===== src/rtl/bkm_iter_ctrl_if.sv =====
// Digit-stream and result handshakes of the BKM iteration sequencer.
// The slave modport is the controller side; master is the digit source / result consumer.
interface bkm_iter_ctrl_if #(
   parameter int W = 4
);
   logic         dig_valid;
   logic         dig_ready;
   logic [1:0]   d_x;
   logic [1:0]   d_y;
   logic         out_valid;
   logic         out_ready;
   logic [W-1:0] x_res;
   logic [W-1:0] y_res;

   modport slave (
      input  dig_valid, d_x, d_y, out_ready,
      output dig_ready, out_valid, x_res, y_res
   );

   modport master (
      output dig_valid, d_x, d_y, out_ready,
      input  dig_ready, out_valid, x_res, y_res
   );
endinterface


===== src/rtl/bkm_iter_ctrl.sv =====
// BKM iteration sequencer: steps x/y through N shift-and-add iterations via multiply_by_d.
// Optional illegal-digit check enabled by defining BKM_ITER_CTRL_DIGIT_CHK_EN.
module bkm_iter_ctrl #(
   parameter  int W  = 4,
   parameter  int N  = 4,
   localparam int CW = $clog2(N + 1)
) (
   input  logic                clk,
   input  logic                rst,
   input  logic                ena,
   input  logic                start,
   input  logic [W-1:0]        x0,
   input  logic [W-1:0]        y0,
   bkm_iter_ctrl_if.slave      io,
   output logic [1:0]          md_d_x,
   output logic [1:0]          md_d_y,
   output logic [W-1:0]        md_x_in,
   output logic [W-1:0]        md_y_in,
   input  logic [W-1:0]        md_x_out,
   input  logic [W-1:0]        md_y_out,
   output logic                busy,
   output logic [CW-1:0]       iter,
   output logic                err
);
   typedef enum logic [1:0] {IDLE, RUN, DONE} state_t;

   state_t               state_reg, state_next;
   logic [CW-1:0]        n_reg, n_next;
   logic [1:0][W-1:0]    xy_reg, xy_next;
   logic [1:0][W-1:0]    res_reg, res_next;
   logic                 err_reg, err_next;
   logic [1:0][W-1:0]    md_out;
   logic [1:0][W-1:0]    step_val;
   logic                 bad_digit;

   assign md_out[0] = md_x_out;
   assign md_out[1] = md_y_out;

   // Lane 0 is x, lane 1 is y; both take the same shifted accumulate step.
   generate
      for (genvar gi = 0; gi < 2; gi++) begin : g_lane
         logic signed [W-1:0] shifted;
         assign shifted      = $signed(md_out[gi]) >>> n_reg;
         assign step_val[gi] = xy_reg[gi] + shifted;
      end
   endgenerate

`ifdef BKM_ITER_CTRL_DIGIT_CHK_EN
   assign bad_digit = (io.d_x == 2'b10) || (io.d_y == 2'b10);
`else
   assign bad_digit = 1'b0;
`endif

   always_comb begin
      state_next = state_reg;
      n_next     = n_reg;
      xy_next    = xy_reg;
      res_next   = res_reg;
      err_next   = err_reg;
      if (ena) begin
         case (state_reg)
            IDLE: begin
               if (start) begin
                  xy_next[0] = x0;
                  xy_next[1] = y0;
                  n_next     = '0;
                  err_next   = 1'b0;
                  state_next = RUN;
               end
            end
            RUN: begin
               if (io.dig_valid) begin
                  if (bad_digit) begin
                     // Illegal digit is dropped; result is the state before it.
                     err_next   = 1'b1;
                     res_next   = xy_reg;
                     state_next = DONE;
                  end else begin
                     xy_next = step_val;
                     n_next  = n_reg + 1'b1;
                     if (n_reg == CW'(N - 1)) begin
                        res_next   = step_val;
                        state_next = DONE;
                     end
                  end
               end
            end
            DONE: begin
               if (io.out_ready) begin
                  state_next = IDLE;
               end
            end
            default: state_next = IDLE;
         endcase
      end
   end

   always_ff @(posedge clk) begin
      if (rst) begin
         state_reg <= IDLE;
         n_reg     <= '0;
         xy_reg    <= '0;
         res_reg   <= '0;
         err_reg   <= 1'b0;
      end else begin
         state_reg <= state_next;
         n_reg     <= n_next;
         xy_reg    <= xy_next;
         res_reg   <= res_next;
         err_reg   <= err_next;
      end
   end

   assign io.dig_ready = (state_reg == RUN);
   assign io.out_valid = (state_reg == DONE);
   assign io.x_res     = res_reg[0];
   assign io.y_res     = res_reg[1];
   assign md_d_x       = (state_reg == RUN) ? io.d_x : 2'b00;
   assign md_d_y       = (state_reg == RUN) ? io.d_y : 2'b00;
   assign md_x_in      = xy_reg[0];
   assign md_y_in      = xy_reg[1];
   assign busy         = (state_reg != IDLE);
   assign iter         = n_reg;
   assign err          = err_reg;
endmodule

===== src/flat_wrapper.sv =====
// flat-port wrapper written by rule: the top's interface ports become plain ports
module bkm_iter_ctrl_flat 
#(
   parameter  int W  = 4,
   parameter  int N  = 4,
   localparam int CW = $clog2(N + 1)
)
  (clk, rst, ena, start, x0, y0, md_d_x, md_d_y, md_x_in, md_y_in, md_x_out, md_y_out, busy, iter, err, io_dig_valid, io_d_x, io_d_y, io_out_ready, io_dig_ready, io_out_valid, io_x_res, io_y_res);
  bkm_iter_ctrl_if #(.W(W)) io_i ();
  input  logic clk;
  input  logic rst;
  input  logic ena;
  input  logic start;
  input  logic [W-1:0] x0;
  input  logic [W-1:0] y0;
  output logic [1:0] md_d_x;
  output logic [1:0] md_d_y;
  output logic [W-1:0] md_x_in;
  output logic [W-1:0] md_y_in;
  input  logic [W-1:0] md_x_out;
  input  logic [W-1:0] md_y_out;
  output logic busy;
  output logic [CW-1:0] iter;
  output logic err;
  input wire logic [$bits(io_i.dig_valid)-1:0] io_dig_valid;
  input wire logic [$bits(io_i.d_x)-1:0] io_d_x;
  input wire logic [$bits(io_i.d_y)-1:0] io_d_y;
  input wire logic [$bits(io_i.out_ready)-1:0] io_out_ready;
  output wire logic [$bits(io_i.dig_ready)-1:0] io_dig_ready;
  output wire logic [$bits(io_i.out_valid)-1:0] io_out_valid;
  output wire logic [$bits(io_i.x_res)-1:0] io_x_res;
  output wire logic [$bits(io_i.y_res)-1:0] io_y_res;
  assign io_i.dig_valid = io_dig_valid;
  assign io_i.d_x = io_d_x;
  assign io_i.d_y = io_d_y;
  assign io_i.out_ready = io_out_ready;
  assign io_dig_ready = io_i.dig_ready;
  assign io_out_valid = io_i.out_valid;
  assign io_x_res = io_i.x_res;
  assign io_y_res = io_i.y_res;
  bkm_iter_ctrl #(.W(W), .N(N)) u_core (.clk(clk), .rst(rst), .ena(ena), .start(start), .x0(x0), .y0(y0), .io(io_i), .md_d_x(md_d_x), .md_d_y(md_d_y), .md_x_in(md_x_in), .md_y_in(md_y_in), .md_x_out(md_x_out), .md_y_out(md_y_out), .busy(busy), .iter(iter), .err(err));
endmodule

===== config.mk =====
export PLATFORM = sky130hd
export DESIGN_NAME = bkm_iter_ctrl_flat
export DESIGN_NICKNAME = d
export VERILOG_FILES = /design/src/rtl/bkm_iter_ctrl_if.sv /design/src/rtl/bkm_iter_ctrl.sv /design/src/flat_wrapper.sv
export SDC_FILE = /design/constraint.sdc
export NUM_CORES = 1
export LEC_CHECK = 0
export BUFFER_PORTS_ARGS = -buffer_cell sky130_fd_sc_hd__clkbuf_2
export CAP_MARGIN = 20
export CORE_MARGIN = 2
export CORE_UTILIZATION = 40
export CTS_BUF_LIST = sky130_fd_sc_hd__clkbuf_4 sky130_fd_sc_hd__clkbuf_8
export CTS_CLUSTER_SIZE = 16
export DETAILED_ROUTE_END_ITERATION = 8
export PLACE_DENSITY = 0.75
export SYNTH_ARGS = -nofsm -noshare
export SYNTH_HDL_FRONTEND = slang
export SYNTH_SLANG_ARGS = --single-unit

===== constraint.sdc =====
create_clock -name clk -period 2.85 [get_ports clk]
set_input_delay 0.57 -clock clk [delete_from_list [all_inputs] [get_ports clk]]
set_output_delay 0.57 -clock clk [all_outputs]
set_load 0.02 [all_outputs]

After elaboration in Yosys (flattened, before gate mapping)
Index checks and enable logic that the tools add are counted.
{ "totals": {"ramBits": 0, "romBits": 0, "input_bits": 26, "n_memories": 0, "output_inout_bits": 27, "reg_bits": 21, "latchBits": 0} }
{ "classes": {"bitwise_logic": 0, "mul": 0, "n_eq_ne": 7, "n_reduce_logical": 6, "n_shift": 2, "n_div": 0, "order_cmp": 0, "addsub": 3, "muxes": 13} }
{ "ops": {"columns": ["op", "count"], "rows": [
  ["$mux 8", 2],
  ["$pmux 8 s2", 1],
  ["$mux 2", 6],
  ["$add 4x4->4", 2],
  ["$reduce_and 4->1", 2],
  ["$sshr 4x3->4", 2],
  ["$mux 3", 2],
  ["$ne 2x2->1 const B", 3],
  ["$pmux 2 s3", 1],
  ["$pmux 3 s2", 1],
  ["$reduce_and 5->1", 1],
  ["$reduce_bool 2->1", 2],
  ["$add 3x1->3 const B", 1],
  ["$eq 3x2->1 const B", 1],
  ["$eq 2x1->1 const B", 1],
  ["$eq 2x2->1 const B", 1],
  ["$logic_not 2->1", 1],
  ["$ne 2x1->1 const B", 1]
]} }

Longest topological paths before layout
{ "logic_depth": {"ltp_word": 4, "depth_mapped": 10} }

Worst setup path after synthesis
Ideal clock, no wire load.
{ "synth_path": {"path_type": "register to register", "startpoint": "reg u_core.n_reg[0] (netlist: u_core.iter[0])", "endpoint": "reg u_core.xy_reg, in the netlist u_core.md_y_in[2]", "t_arrival_ns": 2.166, "setup_ns": 0.091, "required_time_ns": 2.759, "path_stages_with_launch": 10, "path_slack_ns": 0.593, "path_cell_list": "dfxtp_1 -> buf_2 -> mux2i_1 -> a221oi_1 -> ha_1 -> inv_1 -> fa_1 -> xnor2_1 -> nand2_1 -> a311oi_1"} }
{ "synth_via": {"elab_chain_cells": 4} }
{ "synth_rtl": {"columns": ["item", "line", "rtl"], "rows": [
  ["start: declaration", "bkm_iter_ctrl.sv:28", "logic [CW-1:0] n_reg, n_next;"],
  ["start signal: assignment", "bkm_iter_ctrl.sv:107", "n_reg <= n_next;"],
  ["$sshr 4x3->4", "bkm_iter_ctrl.sv:43", "assign shifted = $signed(md_out[gi]) >>> n_reg;"],
  ["$add 4x4->4", "bkm_iter_ctrl.sv:44", "assign step_val[gi] = xy_reg[gi] + shifted;"],
  ["$mux 8", "bkm_iter_ctrl.sv:72", "if (io.dig_valid) begin"],
  ["$pmux 8 s2", "bkm_iter_ctrl.sv:61", "case (state_reg)"],
  ["end signal: assignment", "bkm_iter_ctrl.sv:108", "xy_reg <= xy_next;"],
  ["end: declaration", "bkm_iter_ctrl.sv:29", "logic [1:0][W-1:0] xy_reg, xy_next;"]
]} }
No other way between the ends. The select of a mux whose other input is x is not followed.
A chain may end at the register's enable or synchronous reset.

Worst setup path after layout
Same ends and word-level chain as after synthesis.

==> run_results.csv <==
group,metric,value,unit
critical_path,setup.worst_path.class,"reg -> reg",
synthesis,syn_avg_cell_area,9.04,µm²
critical_path,r2r-start,"u_core.iter[0]",
sta,fin_crit_sh,0.866,
cts,cts_made_buffers,3,
synthesis,synthFlopType,"dfxtp_1",
global_routing,grt_pass1_vias,1165,
worst_hold_path,hold_path_class,"reg -> reg",
sta,max_freq,405,MHz
floorplan,start_util,0.422,
synthesis,synth_cells,157,
cts,cts.reportedPaths.clkPinSlew,110,ps
global_routing,grt_max_degree,22,
cts,cts-resized-gates,0,
power_and_ir_drop,power.total,642,µW
final_layout,num_antenna_cells,0,
routing,vias,1246,
critical_path,crit_path_max_incr_delay,650,ps
sta,final-setup-viol-count,0,
critical_path,cp_cell_sequence,"mux2i_1 > a221oi_1 > ha_1 > inv_1 > fa_1 > xnor2_1 > nand2_1 > a311oi_1",
power_and_ir_drop,peakVddDrop,0.258,mV
power_and_ir_drop,p_leak,0.000789,µW
final_layout,design_area,1700,µm²
routing,wl,3120,µm
critical_path,r2r_end,"u_core.md_y_in[2]",
final_layout,final_common_cell,"clkbuf_2",
cts,numClockSinks,21,
final_layout,final_nets,242,
cts,worstSkewPairLatency,290,ps
synthesis,syn-num-nets,193,
synthesis,ys_types,36,
global_routing,grtUsageTotal,0.163,
critical_path,crit_path_max_fanout,13,
sta,final_max_slew_viol_count,0,
global_routing,antenna_found_initial,0,
synthesis,synth_edf_count,0,
place,place.gp.congestion,0.824,
cts,htreeDepth,1,
synthesis,synth_seq_cells,21,
worst_hold_path,min_path_cells,2,
cts,clock_path_buffers,2,
place,pre_cts_ws,302,ps
sta,finalHoldViolations,0,
power_and_ir_drop,power_density,378,nW/µm²
sta,timing.hold.ws,510,ps
worst_hold_path,hold_end,"u_core.io.x_res[1]",
routing,ant_nets,0,
synthesis,ys_seq_area_frac,0.296,
global_routing,grt_pass1_wl,5330,µm
cts,hold_buffers,0,
critical_path,arrival,2680,ps
routing,viasPerCell,4.96,
sta,rsz0062_at_grt,"false",
sta,setup_slack,381,ps
floorplan,rows,21,
final_layout,layout_common_cells,"clkbuf_2 (51), nor2_1 (21), dfxtp_1 (21), mux2i_1 (12), nand2_1 (11)",
critical_path,worstSetupStartpointType,"flip-flop",
critical_path,slowest_stage,"dfxtp_1",
sta,skew,1.49,ps
cts,cts-root-buf,"clkbuf_4",
synthesis,netlist_area,1420,µm²
synthesis,yosys_warnings,0,
global_routing,overflow,0,
synthesis,yosysTopAreaCell,"dfxtp_1",
critical_path,cp.required,3060,ps
place,place_area,1670,µm²
final_layout,drive_gt1_frac,0.356,
cts,cts_tree,"done",
floorplan,die-area,4040,µm²
routing,drc,0,
sta,finalCriticalPeriod,2470,ps
floorplan,core_region_area,3360,µm²
synthesis,synth_top_area_share,0.296,
sta,setup-tns-final,0,ps
sta,tightest_slew,520,ps
synthesis,ys_top_cells_by_area,"dfxtp_1 (30%), mux2i_1 (8.5%), ha_1 (7.1%), nor2_1 (5.6%), xnor2_1 (3.7%)",
critical_path,regToRegSetupSlack,380,ps
final_layout,syn_to_final_growth,19.8,%
place,io_buffers,51,
place,dp_hpwl,2460,µm
sta,relSlewSlack,0.652,
worst_hold_path,hp-start,"u_core.io.x_res[1]",
status,status,"complete, no violations",
critical_path,crit_path_end_kind,"flip-flop",
flow_run,cap_violations,0,
routing,dr.pass1.iters,4,
routing,drtIter0Drc,74,
floorplan,die_h,63.6,µm
floorplan,ioPinCount,53,
floorplan,chipWidth,63.6,µm
cts,cts_setup_buffers,0,
critical_path,r2r_cells,8,
routing,wl_per_cell,12.4,µm
synthesis,ys_async_sr_fraction,0,
worst max path at each step:
stage                        end  cells past startpoint  slack (ps)           start
2_1_floorplan  u_core.md_y_in[2]                      9         590  u_core.iter[0]
3_3_place_gp   u_core.md_y_in[2]                     10         420     md_y_out[3]
3_5_place_dp   u_core.md_y_in[2]                     10         300     md_y_out[3]
4_1_cts        u_core.md_y_in[2]                      8         350  u_core.iter[0]
5_1_grt        u_core.md_y_in[2]                      8          60  u_core.iter[0]
6_report       u_core.md_y_in[2]                      8         380  u_core.iter[0]
synthesized netlist by cell type (3+ instances only):
master    number
and2_1         6
nand2_1       11
o21ai_0        4
dfxtp_1       21
mux2i_1       12
nor2_1        21
xnor2_1        6
a21oi_1        9
a21o_1         3
buf_6          3
a311oi_1       5
nand2b_1       7
a211oi_2       4
ha_1           8
nor2_2         5
inv_1          5
cells by family (layout without fill, tap and decap cells):
group,Yosys count,in the layout,synth area share
other,1,1,0.00264
AO/OA/AOI/OAI,33,33,0.185
AND/OR/NAND/NOR,58,58,0.212
buffers and inverters,14,62,0.0679
XOR/XNOR,6,6,0.0370
multiplexers,14,14,0.101
flip-flops,21,21,0.296
adder cells (fa/ha/maj),10,10,0.0988
report_power, final:
part | internal (µW) | switching, µW | leakage, µW
sequential | 304 | 12.6 | 0.000171
combinational | 75.2 | 101 | 0.000599
clock | 63.9 | 86.2 | 0.0000184
total | 443 | 199 | 0.000789
final cells by class:
class	instances	area, µm²
Clock buffer	4	30.0
Fill cell	337	1660
Sequential cell	21	420
Multi-Input combinational cell	122	902
Tap cell	46	57.6
Inverter	6	27.5
Timing Repair Buffer	52	263
metrics by stage:
| stage | cells | utilization |
|---|---|---|
| 2_1_floorplan | 157 | - |
| 3_3_place_gp | 247 | 0.497 |
| 3_5_place_dp | 247 | 0.497 |
| 4_1_cts | 251 | 0.506 |
| 5_1_grt | 251 | 0.506 |
| 6_report | 251 | 0.506 |
worst max-delay path: cells and delay by family, from the launching register on:
| family | cells | cell delay [ps] |
|---|---|---|
| fa+ha+maj | 2 | 610 |
| mux | 1 | 140 |
| buf+inv | 1 | 60 |
| simple gates | 1 | 70 |
| compound gates | 2 | 620 |
| xor+xnor | 1 | 230 |
| flops | 1 | 650 |
metal layers:
metal	global-route usage	routed length, µm	share of wire	vias to the layer above
li1	-	-	-	641
met1	0.233	1510	0.48	565
met5	0	0	0	-
met2	0.262	1440	0.46	38
met3	0.0214	158	0.051	2
met4	0.0326	14	0.0045	0
Note: power is estimated with default switching activity, not from simulation.
